### config.mk
export PLATFORM = sky130hd
export DESIGN_NAME = sd_spi_cmd_engine
export DESIGN_NICKNAME = d
export VERILOG_FILES = /design/src/rtl/sd_spi_cmd_engine.sv
export SDC_FILE = /design/constraint.sdc
export NUM_CORES = 1
export LEC_CHECK = 0
export ABC_CLOCK_PERIOD_IN_PS = 4700
export BUFFER_PORTS_ARGS = -buffer_cell sky130_fd_sc_hd__buf_2
export CAP_MARGIN = 20
export CORE_MARGIN = 2
export CORE_UTILIZATION = 28
export CTS_CLUSTER_SIZE = 8
export DETAILED_ROUTE_END_ITERATION = 10
export GPL_ROUTABILITY_DRIVEN = 1
export PLACE_DENSITY = 0.43
export SLEW_MARGIN = 20
export SYNTH_ARGS = -nofsm -noshare
export SYNTH_HDL_FRONTEND = slang
export SYNTH_SLANG_ARGS = --single-unit
### constraint.sdc
create_clock -name clk -period 4.7 [get_ports clk]
set_input_delay 0.47 -clock clk [delete_from_list [all_inputs] [get_ports clk]]
set_output_delay 0.47 -clock clk [all_outputs]
set_load 0.05 [all_outputs]
### src/rtl/sd_spi_cmd_engine.sv
// SD-card SPI-mode command engine: shifts out a 6-byte command frame (mode 0, MSB first),
// then clocks in a fixed number of response bytes and writes them to an external byte memory.
module sd_spi_cmd_engine #(
    parameter int MEMORY_SIZE_IN_BYTES = 10,
    localparam int AW = ($clog2(MEMORY_SIZE_IN_BYTES) < 1) ? 1 : $clog2(MEMORY_SIZE_IN_BYTES)
) (
    input  logic          clk,
    input  logic          rst,
    input  logic          start,
    input  logic [5:0]    cmd,
    input  logic [31:0]   arg,
    input  logic [6:0]    crc,
    input  logic [AW-1:0] nresponse,
    output logic          done,
    output logic          ss_n,
    output logic          sclk,
    output logic          mosi,
    input  logic          miso,
    output logic          wr,
    output logic [AW-1:0] address,
    output logic [7:0]    data_out
);

    typedef enum logic [1:0] {IDLE, SEND, RECV, DONE} state_t;

    // Counts carry one extra bit so a memory size that is an exact power of two still fits.
    localparam logic [AW:0] MEM_N = (AW+1)'(MEMORY_SIZE_IN_BYTES);

    state_t      state;
    logic [47:0] frame;
    logic [AW:0] n_eff;
    logic [AW:0] rcnt;
    logic [2:0]  bit_cnt;
    logic [2:0]  byte_cnt;
    logic        phase;
    logic [7:0]  rx;

    logic [47:0] start_frame;
    logic [AW:0] nresp_ext;

    assign start_frame = {2'b01, cmd, arg, crc, 1'b1};
    assign nresp_ext   = {1'b0, nresponse};

    always_ff @(posedge clk) begin
        if (rst) begin
            state    <= IDLE;
            done     <= 1'b0;
            ss_n     <= 1'b1;
            sclk     <= 1'b0;
            mosi     <= 1'b1;
            wr       <= 1'b0;
            address  <= '0;
            data_out <= '0;
            frame    <= '0;
            n_eff    <= '0;
            rcnt     <= '0;
            bit_cnt  <= '0;
            byte_cnt <= '0;
            phase    <= 1'b0;
            rx       <= '0;
        end else begin
            wr <= 1'b0;
            case (state)
                IDLE: begin
                    if (start) begin
                        frame    <= start_frame;
                        n_eff    <= (nresp_ext > MEM_N) ? MEM_N : nresp_ext;
                        done     <= 1'b0;
                        state    <= SEND;
                        ss_n     <= 1'b0;
                        sclk     <= 1'b0;
                        mosi     <= start_frame[47];
                        phase    <= 1'b0;
                        bit_cnt  <= '0;
                        byte_cnt <= '0;
                        rcnt     <= '0;
                    end
                end
                SEND, RECV: begin
                    if (!phase) begin
                        // Rising sclk edge: the card's bit is captured on this same clk edge.
                        sclk  <= 1'b1;
                        rx    <= {rx[6:0], miso};
                        phase <= 1'b1;
                    end else begin
                        sclk    <= 1'b0;
                        phase   <= 1'b0;
                        bit_cnt <= bit_cnt + 3'd1;
                        if (state == SEND) begin
                            frame <= {frame[46:0], 1'b0};
                            mosi  <= frame[46];
                        end
                        if (bit_cnt == 3'd7) begin
                            if (state == SEND) begin
                                if (byte_cnt == 3'd5) begin
                                    if (n_eff == '0) begin
                                        state <= DONE;
                                        ss_n  <= 1'b1;
                                    end else begin
                                        state <= RECV;
                                    end
                                    mosi <= 1'b1;
                                end else begin
                                    byte_cnt <= byte_cnt + 3'd1;
                                end
                            end else begin
                                wr       <= 1'b1;
                                address  <= rcnt[AW-1:0];
                                data_out <= rx;
                                rcnt     <= rcnt + 1'b1;
                                if ((rcnt + 1'b1) == n_eff) begin
                                    state <= DONE;
                                    ss_n  <= 1'b1;
                                end
                            end
                        end
                    end
                end
                DONE: begin
                    done  <= 1'b1;
                    ss_n  <= 1'b1;
                    sclk  <= 1'b0;
                    mosi  <= 1'b1;
                    state <= IDLE;
                end
                default: state <= IDLE;
            endcase
        end
    end

endmodule

After elaboration in Yosys (flattened, before gate mapping)
Index checks and enable logic that the tools add are counted.
- register bits: 91
- input port bits: 53
- output and inout port bits: 17
- logic and storage cells: 101
- $add $sub $neg: 3
- magnitude comparators: 1
- equal/unequal tests: 15
- muxes and demuxes: 45
- bitwise gates (word level): 4
- reductions and logical operators: 18
- operators by type and width (kind ; count):
    $mux 47 ; 3
    $pmux 47 s2 ; 1
    $mux 5 ; 4
    $mux 3 ; 6
    $mux 1 ; 15
    $mux 2 ; 6
    $ne 2x2->1 const B ; 6
    $pmux 3 s2 ; 2
    $reduce_and 6->1 ; 2
    $pmux 5 s2 ; 1
    $reduce_and 2->1 ; 5
    $reduce_and 5->1 ; 2
    $ne 3x3->1 const B ; 3
    $pmux 1 s3 ; 3
    $reduce_and 4->1 ; 2
    $add 3x1->3 const B ; 2
    $eq 3x3->1 const B ; 2
    $pmux 2 s3 ; 1
    $add 5x1->5 const B ; 1
    $eq 5x5->1 ; 1
    $logic_not 5->1 ; 1
    $eq 2x2->1 const B ; 2
    $gt 4x4->1 const B ; 1
    $mux 4 ; 1
    8 further kinds ; 13

Depth between registers and ports, before layout
- depth after elaboration: 7
- gate-level depth with buffers: 10
- mapped depth without buffers: 7

Least setup slack after synthesis
Ideal clock, no wire load.
- path type: register -> register
- from: reg rcnt[0]
- to: reg state[0]
- arrival time: 1.781 ns
- required time: 4.577 ns
- setup slack: 2.796 ns
- cell stages (with the launch flop): 7
- cell sequence: dfxtp_1 > ha_1 > or3b_1 > a21oi_1 > o2111ai_1 > a21oi_2 > mux2_1
- longest elaborated chain between the ends: 4
- RTL lines (what ; RTL line ; text):
    start: declaration ; 32 ; logic [AW:0] rcnt;
    start signal: assignment ; 110 ; rcnt <= rcnt + 1'b1;
    $add 5x1->5 ; 111 ; if ((rcnt + 1'b1) == n_eff) begin
    $eq 5x5->1 ; 111 ;
    $ne 3x3->1 (no line) ; n/a ;
    $reduce_and 5->1 (no line) ; n/a ;
    end signal: assignment ; 112 ; state <= DONE;
    end signal: assignment ; 124 ; state <= IDLE;
    end signal: assignment ; 126 ; default: state <= IDLE;
    end: declaration ; 29 ; state_t state;
No other way between the ends.
A chain may end at the register's enable or synchronous reset.

Worst setup path after layout
- from: reg state[0]
- to: reg frame[20]
- longest elaborated chain between the ends: 4
- RTL lines (what ; RTL line ; text):
    start signal: assignment ; 46 ; state <= IDLE;
    start signal: assignment ; 69 ; state <= SEND;
    start signal: assignment ; 97 ; state <= DONE;
    $eq 2x1->1 / $eq 2x2->1 (equally long branches) ; 63, 89 ;
    $reduce_or 2->1 ; 63 ; case (state)
    $ne 2x2->1 (no line) / $reduce_bool 2->1 (equally long branches) ; n/a ;
    $reduce_and 4->1 (no line) ; n/a ;
    end signal: assignment ; 66 ; frame <= start_frame;
    end signal: assignment ; 90 ; frame <= {frame[46:0], 1'b0};
    end: declaration ; 30 ; logic [47:0] frame;
Several ways; a longest one is shown, not always the timed one.

==> impl_metrics.py <==
metrics = {
    "global_route": {
        "antenna_found_initial": 0,
        "overflow": 0,
        "grt_use_total_pct": 11.7,
        "grt_pass1_vias": 3188,
        "grt_pass1_wl_um": 15300,
        "grt_max_degree": 67,
    },
    "power_and_ir_drop": {
        "leakage_nw": 1.87,
        "powerDensity_nw_per_um2": 722,
        "p_total_mw": 3.63,
        "ir_drop_uv": 424,
    },
    "cells_and_area": {
        "layout_common_cells": "dfxtp_1, buf_2, nor2_1, nand2_1, mux2i_1",
        "n_fill_cell": 1592,
        "final_common_cell": "dfxtp_1",
        "final-instance-count-excl-fill": 697,
        "n_antenna_cell": 0,
        "drive_above_1_share_pct": 26.5,
        "areaGrowthSynthToFinish_pct": 17.5,
        "nets": 567,
    },
    "placement": {
        "numPortBuffers": 69,
        "hpwl_um": 6190,
        "gp_congestion": 0.712,
        "placedCellCount": 681,
    },
    "floorplanning": {
        "row_count": 45,
        "die_h_um": 128,
        "core_region_area_um2": 15100,
        "die_w_um": 128,
        "start_util_pct": 28.4,
        "dieArea_um2": 16300,
        "io_pins": 70,
    },
    "cts": {
        "cts_made_buffers": 9,
        "cts_tree": "yes",
        "clockBufferDepth": 2,
        "h-tree-depth": 3,
        "cts_resized": 0,
        "holdBufCountCts": 0,
        "path_clk_slew_ns": 0.07,
        "clock-sinks": 90,
        "cts_root_buf": "clkbuf_16",
        "post_cts_buffers": 0,
        "worstSkewPairLatency_ns": 0.34,
    },
    "route": {
        "drc": 0,
        "drt-initial-drc-count": 163,
        "via_per_inst": 4.66,
        "antenna_left": 0,
        "drt_pass1_iterations": 4,
        "wire_per_inst_um": 13.4,
        "vias": 3249,
        "drt_wl_total_um": 9360,
    },
    "synthesis": {
        "synthAdderAreaFrac_pct": 2.92,
        "yosysWarnings": 0,
        "synth_xor_area_share_pct": 1.02,
        "synth.top_cell.area_share_pct": 42.1,
        "yosys.area_share.simple_pct": 16.4,
        "yosysSeqAreaShare_pct": 42.1,
        "avgSynthCellArea_um2": 9.45,
        "yosys.area.top_type": "dfxtp_1",
        "synthTopCellsByArea": "dfxtp_1, a211oi_2, mux2i_1",
        "synth_compound_area_share_pct": 21.9,
        "synth_nets": 516,
        "synthCells": 453,
        "synth_top_family_by_area": "compound AO/OA/AOI/OAI gates",
        "muxShareOfSynthArea_pct": 11.3,
        "synth.distinct_cells": 42,
        "synth_area_um2": 4280,
        "ys_seq_elements": 90,
    },
    "setup_path": {
        "critPathMaxStageDelay_ns": 0.58,
        "crit_chain": "inv_1 > ha_4 > nand2b_1 > o211ai_4 > nor2_4 > buf_4 > nor2_1 > a211oi_2",
        "start_kind": "flop",
        "crit_type": "reg2reg",
        "path_max_fanout": 66,
        "cp_slowest_cell": "ha_4",
        "cp.required_ns": 4.97,
        "end_kind": "flop",
        "crit_arrival_ns": 3.47,
    },
    "sta": {
        "finalHoldViolCount": 0,
        "timing.fmax_mhz": 312,
        "setup_tns_ns": 0,
        "slew_headroom_pct": 31.7,
        "fin_crit_sh_pct": 68.2,
        "skew_ns": 0.00597,
        "setup_violations": 0,
        "slew_violations": 0,
        "finalCriticalPeriod_ns": 3.20,
        "worst-slew-pin-transition_ns": 1.02,
        "rsz0062_at_grt": "false",
    },
    "outcome": {
        "status": "completed",
    },
    "worst_hold_path": {
        "hp-class": "in2reg",
    },
    "job": {
        "cap_violations": 0,
    },
}
power breakdown:
group	switching, mW	internal (mW)	leakage, nW
Combinational	1.14	0.729	0.996
Clock	0.315	0.388	0.134
Sequential	0.102	0.953	0.737
flip-flops by register name, summed over array words and instances, names as in the netlist:
| signal | flops |
|---|---|
| frame | 47 |
| data_out | 8 |
| rx | 8 |
| rcnt | 5 |
| address | 4 |
| n_eff | 4 |
| bit_cnt | 3 |
| byte_cnt | 3 |
| state | 2 |
| done | 1 |
| mosi | 1 |
| phase | 1 |
| sclk | 1 |
| ss_n | 1 |
| wr | 1 |
cell type report:
type	count	area, um^2	share of cell area (%)
Inverter	5	18.8	0.373
Sequential cell	90	1800	35.8
Timing Repair Buffer	72	370	7.37
Clock buffer	11	253	5.03
Clock inverter	5	36.3	0.722
Multi-Input combinational cell	326	2310	46.0
Tap cell	188	235	4.68
routing by layer:
metal  up-vias  global-route usage (%)  wire length, um
li1       1693                       -                -
met1      1488                    14.8             4700
met2        58                    19.1             4160
met3        10                    3.35              399
met4         0                    3.81              102
met5         -                       0                0
critical path: cells and delay by family, from the launching register on:
family                   cells  cell delay [ns]
AO/OA/AOI/OAI                2             0.41
buffers and inverters        2             0.64
AND/OR/NAND/NOR              3             1.08
adder cells (fa/ha/maj)      1             0.58
flip-flops                   1             0.37
cells in the mapped netlist (all sizes together):
cell,number
nor3,3
xnor2,3
nand2,48
o22a,1
mux2i,47
a2111oi,1
ha,10
a211o,1
or3b,2
inv,5
nand3b,4
a211oi,46
a21oi,43
and2b,2
nand4b,1
nor4,1
o32ai,1
nand3,6
nor2b,6
a21o,1
dfxtp,90
o2111ai,2
a21bo,1
buf,20
mux2,1
and2,1
nor2,64
xor2,2
a32oi,3
o211ai,2
clkbuf,12
nand2b,14
nor3b,1
o21ai,6
or3,2
kinds of logic (layout without fill, tap and decap cells):
family | after synthesis | after routing
buffers and inverters | 37 | 93
AND/OR/NAND/NOR | 155 | 155
multiplexers | 48 | 48
XOR/XNOR | 5 | 5
adder cells (fa/ha/maj) | 10 | 10
flip-flops | 90 | 90
AO/OA/AOI/OAI | 108 | 108
final timing paths:
kind                       startpoint                        to  slack [ns]  depth (start not counted)
max             state[0]$_SDFFE_PP0P_    frame[20]$_SDFFE_PP0P_        1.50                          8
min reg2reg  data_out[0]$_SDFFE_PP0P_  data_out[0]$_SDFFE_PP0P_        0.45                          2
min                              miso        rx[0]$_SDFFE_PP0P_        0.38                          3
max reg2reg     state[0]$_SDFFE_PP0P_    frame[20]$_SDFFE_PP0P_        1.50                          8
stage by stage:
| stage | util [%] | cell area [um^2] | hold WS, ns | worst slack, ns |
|---|---|---|---|---|
| after floorplan | - | 4280 | 0.432 | 2.80 |
| after global placement | 31.4 | 4740 | 0.443 | 1.60 |
| after detailed placement | 31.4 | 4740 | 0.444 | 1.47 |
| after CTS | 33.3 | 5030 | 0.362 | 1.48 |
| after global routing | 33.3 | 5030 | 0.396 | 1.16 |
| final | 33.3 | 5030 | 0.379 | 1.50 |
(Power assumes the default switching activity.)
